**src/rtl/mem_access_unit.sv**
```systemverilog
// Load/store initiator between the CPU memory stage and a word-wide data memory.
// Accepts one request at a time. Sub-word stores are done as read-modify-write.
module mem_access_unit #(
  parameter int ADDR_W = 14
) (
  input  logic        clk,
  input  logic        reset,
  input  logic        req_valid,
  output logic        req_ready,
  input  logic [2:0]  req_op,
  input  logic [31:0] req_addr,
  input  logic [31:0] req_wdata,
  output logic        resp_valid,
  output logic [31:0] resp_rdata,
  output logic        resp_err,
  output logic [31:0] mem_addr,
  output logic        mem_we,
  output logic [31:0] mem_wdata,
  input  logic [31:0] mem_rdata
);

  localparam logic [2:0] OP_LW  = 3'd0;
  localparam logic [2:0] OP_LH  = 3'd1;
  localparam logic [2:0] OP_LHU = 3'd2;
  localparam logic [2:0] OP_LB  = 3'd3;
  localparam logic [2:0] OP_LBU = 3'd4;
  localparam logic [2:0] OP_SW  = 3'd5;
  localparam logic [2:0] OP_SH  = 3'd6;
  localparam logic [2:0] OP_SB  = 3'd7;

  typedef enum logic [1:0] {IDLE, READ, WRITE, RESP} state_t;

  state_t      state_q, state_d;
  logic [2:0]  op_q, op_d;
  logic [31:0] addr_q, addr_d;
  logic [31:0] wdata_q, wdata_d;
  logic [31:0] rdata_q, rdata_d;
  logic [31:0] merge_q, merge_d;
  logic        err_q, err_d;
  logic        is_load_q;

  assign is_load_q = (op_q < OP_SW);

  function automatic logic misaligned(input logic [2:0] op, input logic [1:0] a);
    case (op)
      OP_LW, OP_SW:         return a != 2'b00;
      OP_LH, OP_LHU, OP_SH: return a[0];
      default:              return 1'b0;
    endcase
  endfunction

  function automatic logic [31:0] load_ext(input logic [2:0] op, input logic [1:0] a,
                                           input logic [31:0] w);
    logic [31:0] shifted;
    logic [15:0] half_v;
    logic [7:0]  byte_v;
    shifted = w >> {a, 3'b000};
    byte_v  = shifted[7:0];
    half_v  = a[1] ? w[31:16] : w[15:0];
    case (op)
      OP_LW:   return w;
      OP_LH:   return {{16{half_v[15]}}, half_v};
      OP_LHU:  return {16'h0000, half_v};
      OP_LB:   return {{24{byte_v[7]}}, byte_v};
      OP_LBU:  return {24'h000000, byte_v};
      default: return 32'h0;
    endcase
  endfunction

  function automatic logic [31:0] merge_word(input logic [2:0] op, input logic [1:0] a,
                                             input logic [31:0] old, input logic [31:0] wd);
    logic [31:0] res;
    res = old;
    case (op)
      OP_SW: res = wd;
      OP_SH: if (a[1]) res[31:16] = wd[15:0];
             else      res[15:0]  = wd[15:0];
      OP_SB: res[{a, 3'b000} +: 8] = wd[7:0];
      default: res = old;
    endcase
    return res;
  endfunction

  always_ff @(posedge clk or posedge reset) begin
    if (reset) begin
      state_q <= IDLE;
      op_q    <= 3'd0;
      addr_q  <= 32'h0;
      wdata_q <= 32'h0;
      rdata_q <= 32'h0;
      merge_q <= 32'h0;
      err_q   <= 1'b0;
    end else begin
      state_q <= state_d;
      op_q    <= op_d;
      addr_q  <= addr_d;
      wdata_q <= wdata_d;
      rdata_q <= rdata_d;
      merge_q <= merge_d;
      err_q   <= err_d;
    end
  end

  // Misaligned requests skip memory entirely; sw needs no read, sh/sb read first.
  always_comb begin
    state_d = state_q;
    case (state_q)
      IDLE: begin
        if (req_valid) begin
          if (misaligned(req_op, req_addr[1:0])) state_d = RESP;
          else if (req_op == OP_SW)              state_d = WRITE;
          else                                   state_d = READ;
        end
      end
      READ:    state_d = is_load_q ? RESP : WRITE;
      WRITE:   state_d = RESP;
      RESP:    state_d = IDLE;
      default: state_d = IDLE;
    endcase
  end

  always_comb begin
    op_d    = op_q;
    addr_d  = addr_q;
    wdata_d = wdata_q;
    rdata_d = rdata_q;
    merge_d = merge_q;
    err_d   = err_q;
    if (state_q == IDLE && req_valid) begin
      op_d    = req_op;
      addr_d  = req_addr;
      wdata_d = req_wdata;
      rdata_d = 32'h0;
      err_d   = misaligned(req_op, req_addr[1:0]);
    end else if (state_q == READ) begin
      if (is_load_q) rdata_d = load_ext(op_q, addr_q[1:0], mem_rdata);
      else           merge_d = mem_rdata;
    end
  end

  always_comb begin
    req_ready  = (state_q == IDLE);
    resp_valid = (state_q == RESP);
    resp_err   = 1'b0;
    resp_rdata = 32'h0;
    mem_addr   = 32'h0;
    mem_we     = 1'b0;
    mem_wdata  = 32'h0;
    if (state_q == RESP) begin
      resp_err = err_q;
      if (is_load_q && !err_q) resp_rdata = rdata_q;
    end
    if (state_q == READ || state_q == WRITE)
      mem_addr = {addr_q[31:ADDR_W], addr_q[ADDR_W-1:2], 2'b00};
    if (state_q == WRITE) begin
      // Gated with reset so a write cannot slip through while reset is asserted.
      mem_we    = !reset;
      mem_wdata = merge_word(op_q, addr_q[1:0], merge_q, wdata_q);
    end
  end

endmodule

```
**config.mk**
```make
export PLATFORM = sky130hd
export DESIGN_NAME = mem_access_unit
export DESIGN_NICKNAME = d
export VERILOG_FILES = /design/src/rtl/mem_access_unit.sv
export SDC_FILE = /design/constraint.sdc
export NUM_CORES = 1
export LEC_CHECK = 0
export CAP_MARGIN = 40
export CELL_PAD_IN_SITES_DETAIL_PLACEMENT = 1
export CELL_PAD_IN_SITES_GLOBAL_PLACEMENT = 1
export CORE_UTILIZATION = 37
export CTS_CLUSTER_SIZE = 14
export DETAILED_ROUTE_END_ITERATION = 6
export PLACE_DENSITY_LB_ADDON = 0.3
export REMOVE_ABC_BUFFERS = 1
export SLEW_MARGIN = 10
export SYNTH_ARGS = -nofsm -noshare
export SYNTH_HDL_FRONTEND = slang
export SYNTH_SLANG_ARGS = --single-unit
```
**constraint.sdc**
```tcl
create_clock -name clk -period 4.9 [get_ports clk]
set_input_delay 0.98 -clock clk [delete_from_list [all_inputs] [get_ports clk]]
set_output_delay 0.98 -clock clk [all_outputs]
set_load 0.1 [all_outputs]
```
==> reports/metrics.cfg, run 1 <==
[layout]
area_growth_pct = 44.5
drive_gt1_share_pct = 29.5
multiInputGateArea_sq_um = 3550
regArea_sq_um = 3350
antennaDiodeCount = 0
final_util_pct = 55.1
n_fill_cell = 1989
nNetsFinal = 984
finalNonFillerCells = 1146
final_area_sq_um = 10400

[worst_setup_path]
critPathArrivalTime_ps = 2940
rr_startpoint = state_q[1]$_DFFE_PP0P_
startpoint_type = register
crit_start = addr_q[0]$_DFFE_PP0P_
required_ps = 3920
endpoint_kind = primary output
path_max_fanout = 10
worst-setup-path-type = reg -> out

[detailed_routing]
post_drt_wl_per_cell_um = 21.5
viasPerCell = 5.49
dr.pass1.iters = 7
num_vias = 6291
routed_wl_mm = 24.7
drt_iter0_drc = 366
final_antenna_net_count = 0
drc = 9

[clock_network]
cts_setup_buffers = 0
cts_root_buffer = clkbuf_16
cts_resized = 0
cts_buffers = 17
cts_max_path_buffers = 2
insertion_delay_ps = 420
cts_tree = built
cts_max_level = 4
hold_buffers = 0
cts_sinks = 134
clk_pin_slew_ps = 60

[floorplan]
ios = 202
initial_core_util_pct = 38.1
dieHeight_um = 142
fp-row-count = 50
dieArea_sq_um = 20100
die_x_um = 142
core_area_sq_um = 19000

[place]
place_area_sq_um = 9820
dp.cells = 1114
place_congestion = 0.872
io_buffers = 199
dp_hpwl_mm = 18.0

[timing]
setup_viol = 0
tightest_slew_ps = 917
rsz0062_at_grt = false
timing.final.crit_share_pct = 80.0
fin_skew_ps = 7.34
period_minus_slack_ps = 3920
maxSlewViolCount = 0
relSlewSlack_pct = 38.9
fmax_mhz = 255
fin_tns_setup_ps = 0
hold_viol_final = 0

[synth]
ys_seq_elements = 134
async_reset_ff_share_pct = 100
yosysWarnings = 0
synth_area_leader_cell = dfrtp_1
synth_edf_count = 0
synth.distinct_cells = 60
syn_area_sq_um = 7230
synth.top_cell.area_share_pct = 46.4
synth.avg_cell_area_sq_um = 11.0
synthFlopType = dfrtp_1
synth_area_leaders = dfrtp_1 46%, mux2_2 14%, and2_1 5.7%
syn_inst = 656
ys_seq_area_share_pct = 46.4

[grt]
grt_max_degree = 76
grt_antenna_before_repair = 0
grt_pass1_wl_mm = 39.2
grt_pass1_vias = 6839
grt_overflow = 0
grtUsageTotal_pct = 25.6

[outcome]
violations = design-rule violations
status = complete, but fails checks

[hold_path]
hp-start = rdata_q[14]$_DFFE_PP0P_
hold_class = reg -> reg

[run]
drv_cap = 0

## area by class of cell
type / count / area share, %
inverter: 18 / 0.671
sequential: 134 / 32.1
tap: 260 / 3.12
clock buffer: 19 / 4.34
timing repair buffer: 245 / 24.1
clock inverter: 13 / 1.62
multi-input combinational: 457 / 34.0
## metrics by stage
stage / hold slack (ps) / setup WS (ps)
after floorplan: 448 / -324
final: 491 / 981
after global routing: 514 / 879
after global placement: 477 / 1440
after CTS: 493 / 992
after detailed placement: 473 / 1460
## state kept, by name, indices dropped and copies added (netlist names)
signal and cells:
op_q 3, wdata_q 32, merge_q 32, rdata_q 32, state_q 2, err_q 1
addr_q 32
## cells in the final DEF (no fill, tap or decap), types with 10 or more instances in the layout
cell type and count:
clkbuf_16 17, buf_4 74, a22o_1 13, nor2_1 10
o22ai_1 11, clkdlybuf4s50_1 134, and2_1 65, dfrtp_1 134
buf_8 30, inv_1 15, mux2_2 92, mux2i_1 11
nand2_1 55, a221o_1 21, a21oi_1 11, o21ai_0 41
## Yosys cell counts (3+ instances only)
| master | number |
|---|---|
| nor2b_1 | 7 |
| o32ai_1 | 3 |
| nand2b_1 | 6 |
| a22o_1 | 13 |
| nand3_1 | 6 |
| nor3b_2 | 3 |
| inv_1 | 16 |
| nor3_1 | 3 |
| buf_4 | 7 |
| o21a_1 | 3 |
| and3_1 | 6 |
| buf_2 | 22 |
| ha_1 | 9 |
| o211ai_1 | 5 |
| or3_1 | 4 |
| nor2_2 | 3 |
| nand3b_1 | 3 |
| a222oi_1 | 9 |
| o221ai_1 | 4 |
| nand2_1 | 55 |
| mux2_2 | 92 |
| o2111ai_1 | 3 |
| o211ai_2 | 7 |
| a211o_1 | 7 |
| mux2i_1 | 11 |
| o22ai_1 | 11 |
| nor2_1 | 10 |
| a221o_1 | 21 |
| and2_1 | 66 |
| a21o_1 | 5 |
| clkbuf_1 | 14 |
| a21oi_1 | 12 |
| dfrtp_1 | 134 |
| buf_6 | 5 |
| o21ai_0 | 41 |
## path summary, 6_finish.rpt
kind / endpoint / slack [ps] / cells past startpoint
max reg2reg: merge_q[1]$_DFFE_PP0P_ / 2310 / 6
max: mem_wdata[16] / 980 / 7
max in group asynchronous: wdata_q[10]$_DFFE_PP0P_ / 2900 / 4
min reg2reg: rdata_q[14]$_DFFE_PP0P_ / 490 / 2
min in group asynchronous: wdata_q[20]$_DFFE_PP0P_ / 860 / 2
min: rdata_q[14]$_DFFE_PP0P_ / 490 / 2
## worst max-delay path: stages, from the launching register on
cell and delay [ps]:
dfrtp_1 550, inv_1 240, ha_1 310, and4b_1 280, a41o_1 370, nand2_1 150, o221ai_1 380, buf_12 230
## per-layer routing
| layer | GRT usage [%] | up-vias | part of all wire [%] |
|---|---|---|---|
| met3 | 6.78 | 30 | 6.8 |
| li1 | - | 2817 | - |
| met2 | 42.3 | 257 | 48 |
| met1 | 32.1 | 3187 | 42 |
| met4 | 9.68 | 0 | 2.7 |
| met5 | 0 | - | 0 |
## kinds of logic (layout without fill, tap and decap cells)
group / count (synthesis) / count (layout) / share of synthesized area, %
AO/OA/AOI/OAI: 158 / 158 / 16.8
multiplexers: 105 / 105 / 16.2
adder cells (fa/ha/maj): 9 / 9 / 1.56
buffers and inverters: 66 / 295 / 4.69
AND/OR/NAND/NOR: 183 / 183 / 14.4
flip-flops: 134 / 134 / 46.4
other: 1 / 2 / 0.0519
Power of run 1 is not shown: default switching activity piles up to over one toggle a cycle in this logic, so the estimate is an artifact.
==> inputs of run 2 (changes only) <==
- CORE_UTILIZATION: 37 -> 34
- clock period: 4.9 -> 3.28 ns (I/O delays scaled with it)
==> run 2 against run 1 <==
Against the previous run: the run ends with negative setup slack left; core utilization is 2.9 points lower; final area increased by 2.8%; wire length up 2.7%; hold slack better by 3.5 ps; count of clock-buffer cells in the layout rose by 5; final cell count shrank 0.61%; critical path depth is the same; register-to-register slack got worse by 1500 ps; flip-flop and latch count stayed put; worst setup slack worse by 1000 ps; clock skew hardly changed; critical endpoint is now mem_wdata[25]; highest routed layer unchanged.
==> reports/metrics.cfg, run 2 (synthesized netlist as in run 1, its figures left out) <==
[outcome]
status = complete, but fails checks
violations = negative setup slack

[clock_network]
cts_max_level = 4  ; unchanged
cts_tree = built
cts_sinks = 134  ; unchanged
insertion_delay_ps = 420  ; about the same
cts_buffers = 17  ; unchanged
cts_root_buffer = clkbuf_16
cts_max_path_buffers = 2  ; unchanged
clk_pin_slew_ps = 60  ; about the same

[place]
place_area_sq_um = 10100  ; +2.4%
dp_hpwl_mm = 18.6  ; +3.6%
io_buffers = 199  ; unchanged
pre_cts_ws_ps = 204  ; -1260 ps
place_congestion = 0.850  ; -2.6%

[layout]
final_common_cell = dfrtp_1
n_fill_cell = 2203  ; +11%
final_cell_mix = 131 x dfrtp_1, 101 x clkdlybuf4s50_1, 92 x mux2_2, 67 x buf_12, 65 x and2_1
antennaDiodeCount = 0  ; unchanged
area_growth_pct = 48.5
final_area_sq_um = 10700  ; +2.8%
final_util_pct = 52.2  ; -2.9 points
regArea_sq_um = 3360  ; +0.11%
nNetsFinal = 968  ; -1.6%
multiInputGateArea_sq_um = 3600  ; +1.4%
drive_gt1_share_pct = 32.8  ; +3.3 points

[timing]
setup_viol = 2  ; +2
setup_ws_ps = -30.1  ; -1010 ps
relSlewSlack_pct = 48.3  ; +9.4 points
rsz0062_at_grt = true
period_minus_slack_ps = 3310
fmax_mhz = 302
maxSlewViolCount = 0  ; unchanged
timing.final.crit_share_pct = 101
hold_viol_final = 0  ; unchanged
fin_skew_ps = 7.67  ; +0.335 ps
tightest_slew_ps = 776  ; -141 ps
whs_ps = 495  ; +3.45 ps

[detailed_routing]
drt_iter0_drc = 439  ; +20%
dr.pass1.iters = 5  ; -2
drc = 0  ; -9
routed_wl_mm = 25.3  ; +2.7%
final_antenna_net_count = 0  ; unchanged
viasPerCell = 5.47  ; -0.39%
num_vias = 6228  ; -1.0%
post_drt_wl_per_cell_um = 22.2  ; +3.3%

[grt]
grt_pass1_vias = 6772  ; -0.98%
grt_overflow = 0  ; unchanged
grt_max_degree = 76  ; unchanged
grtUsageTotal_pct = 23.6  ; -2.0 points
grt_antenna_before_repair = 0  ; unchanged
grt_pass1_wl_mm = 39.2  ; +0.23%

[floorplan]
dieHeight_um = 148  ; +4.3%
die_x_um = 148  ; +4.3%
ios = 202  ; unchanged
fp-row-count = 52  ; +4.0%
dieArea_sq_um = 21800  ; +8.7%
core_area_sq_um = 20600  ; +8.5%
initial_core_util_pct = 35.2  ; -3.0 points

[worst_setup_path]
worstReg2RegEnd = rdata_q[31]$_DFFE_PP0P_
path_max_fanout = 7  ; -3
reg2reg_slack_ps = 860  ; -1450 ps
critPathArrivalTime_ps = 2650  ; -290 ps
ff2ff_path_depth = 6  ; unchanged
required_ps = 2620  ; -1300 ps
worst-setup-path-type = reg -> out
endpoint_kind = primary output
startpoint_type = register
rr_startpoint = state_q[1]$_DFFE_PP0P_

[run]
drv_cap = 0  ; unchanged

[hold_path]
hold_class = reg -> reg
hold-path-endpoint = rdata_q[10]$_DFFE_PP0P_
hp-start = rdata_q[10]$_DFFE_PP0P_
holdPathStages = 2  ; unchanged

==> run 2: area by class of cell <==
type	instances	area share, %
repair buffers	229	26.2
clock inverters	7	0.676
flip-flops and latches	134	31.3
well taps	270	3.15
multi-input cells	457	33.6
inverters	18	0.653
clock buffers	24	4.49
==> run 2: stage by stage <==
stage	std cells	setup TNS, ps
floorplan	609	-226800
global placement	1100	0
detailed placement	1100	0
CTS	1134	-6.79
global route	1139	-381
finish	1139	-53.8
==> run 2: worst max-delay path, cell delays in order (launching register included) <==
cell     delay, ps
dfrtp_1        420
inv_1           90
ha_1           370
nand3_1        250
nor3_1         270
nand2_1        190
o32ai_1        370
buf_12         260
==> run 2: layer usage <==
layer / vias to the layer above / routed length (um) / share of wire (%) / global-route usage [%]
met2: 251 / 12400 / 49 / 39.6
li1: 2804 / - / - / -
met1: 3131 / 10500 / 42 / 29.7
met5: - / 0 / 0 / 0
met3: 42 / 1780 / 7.0 / 6.11
met4: 0 / 603 / 2.4 / 7.58
==> run 2: timing repair <==
item | in CTS | in global routing
pin swaps | 3 | 2
endpoints found under the setup margin | 29 | 56
setup buffers | 3 | 5
resized for setup | 7 | 8
hold buffers | 0 | 0
==> run 2: how the worst max path moves through the flow <==
stage	from	endpoint	depth (start not counted)
6_report	state_q[0]$_DFFE_PP0P_	mem_wdata[25]	7
5_1_grt	state_q[0]$_DFFE_PP0P_	mem_wdata[25]	7
4_1_cts	addr_q[0]$_DFFE_PP0P_	mem_wdata[16]	7
3_5_place_dp	addr_q[0]$_DFFE_PP0P_	mem_wdata[18]	7
3_3_place_gp	addr_q[0]$_DFFE_PP0P_	mem_wdata[23]	7
2_1_floorplan	addr_q[1]$_DFFE_PP0P_	mem_wdata[31]	6
Power of run 2 is left out for the same reason.
==> inputs of run 3 (changes only) <==
- SLEW_MARGIN: 10 -> 20
==> results of run 3 <==
Same layout as run 2: the final DEF is identical, and so are final timing and power.
Power of run 3 is left out for the same reason.
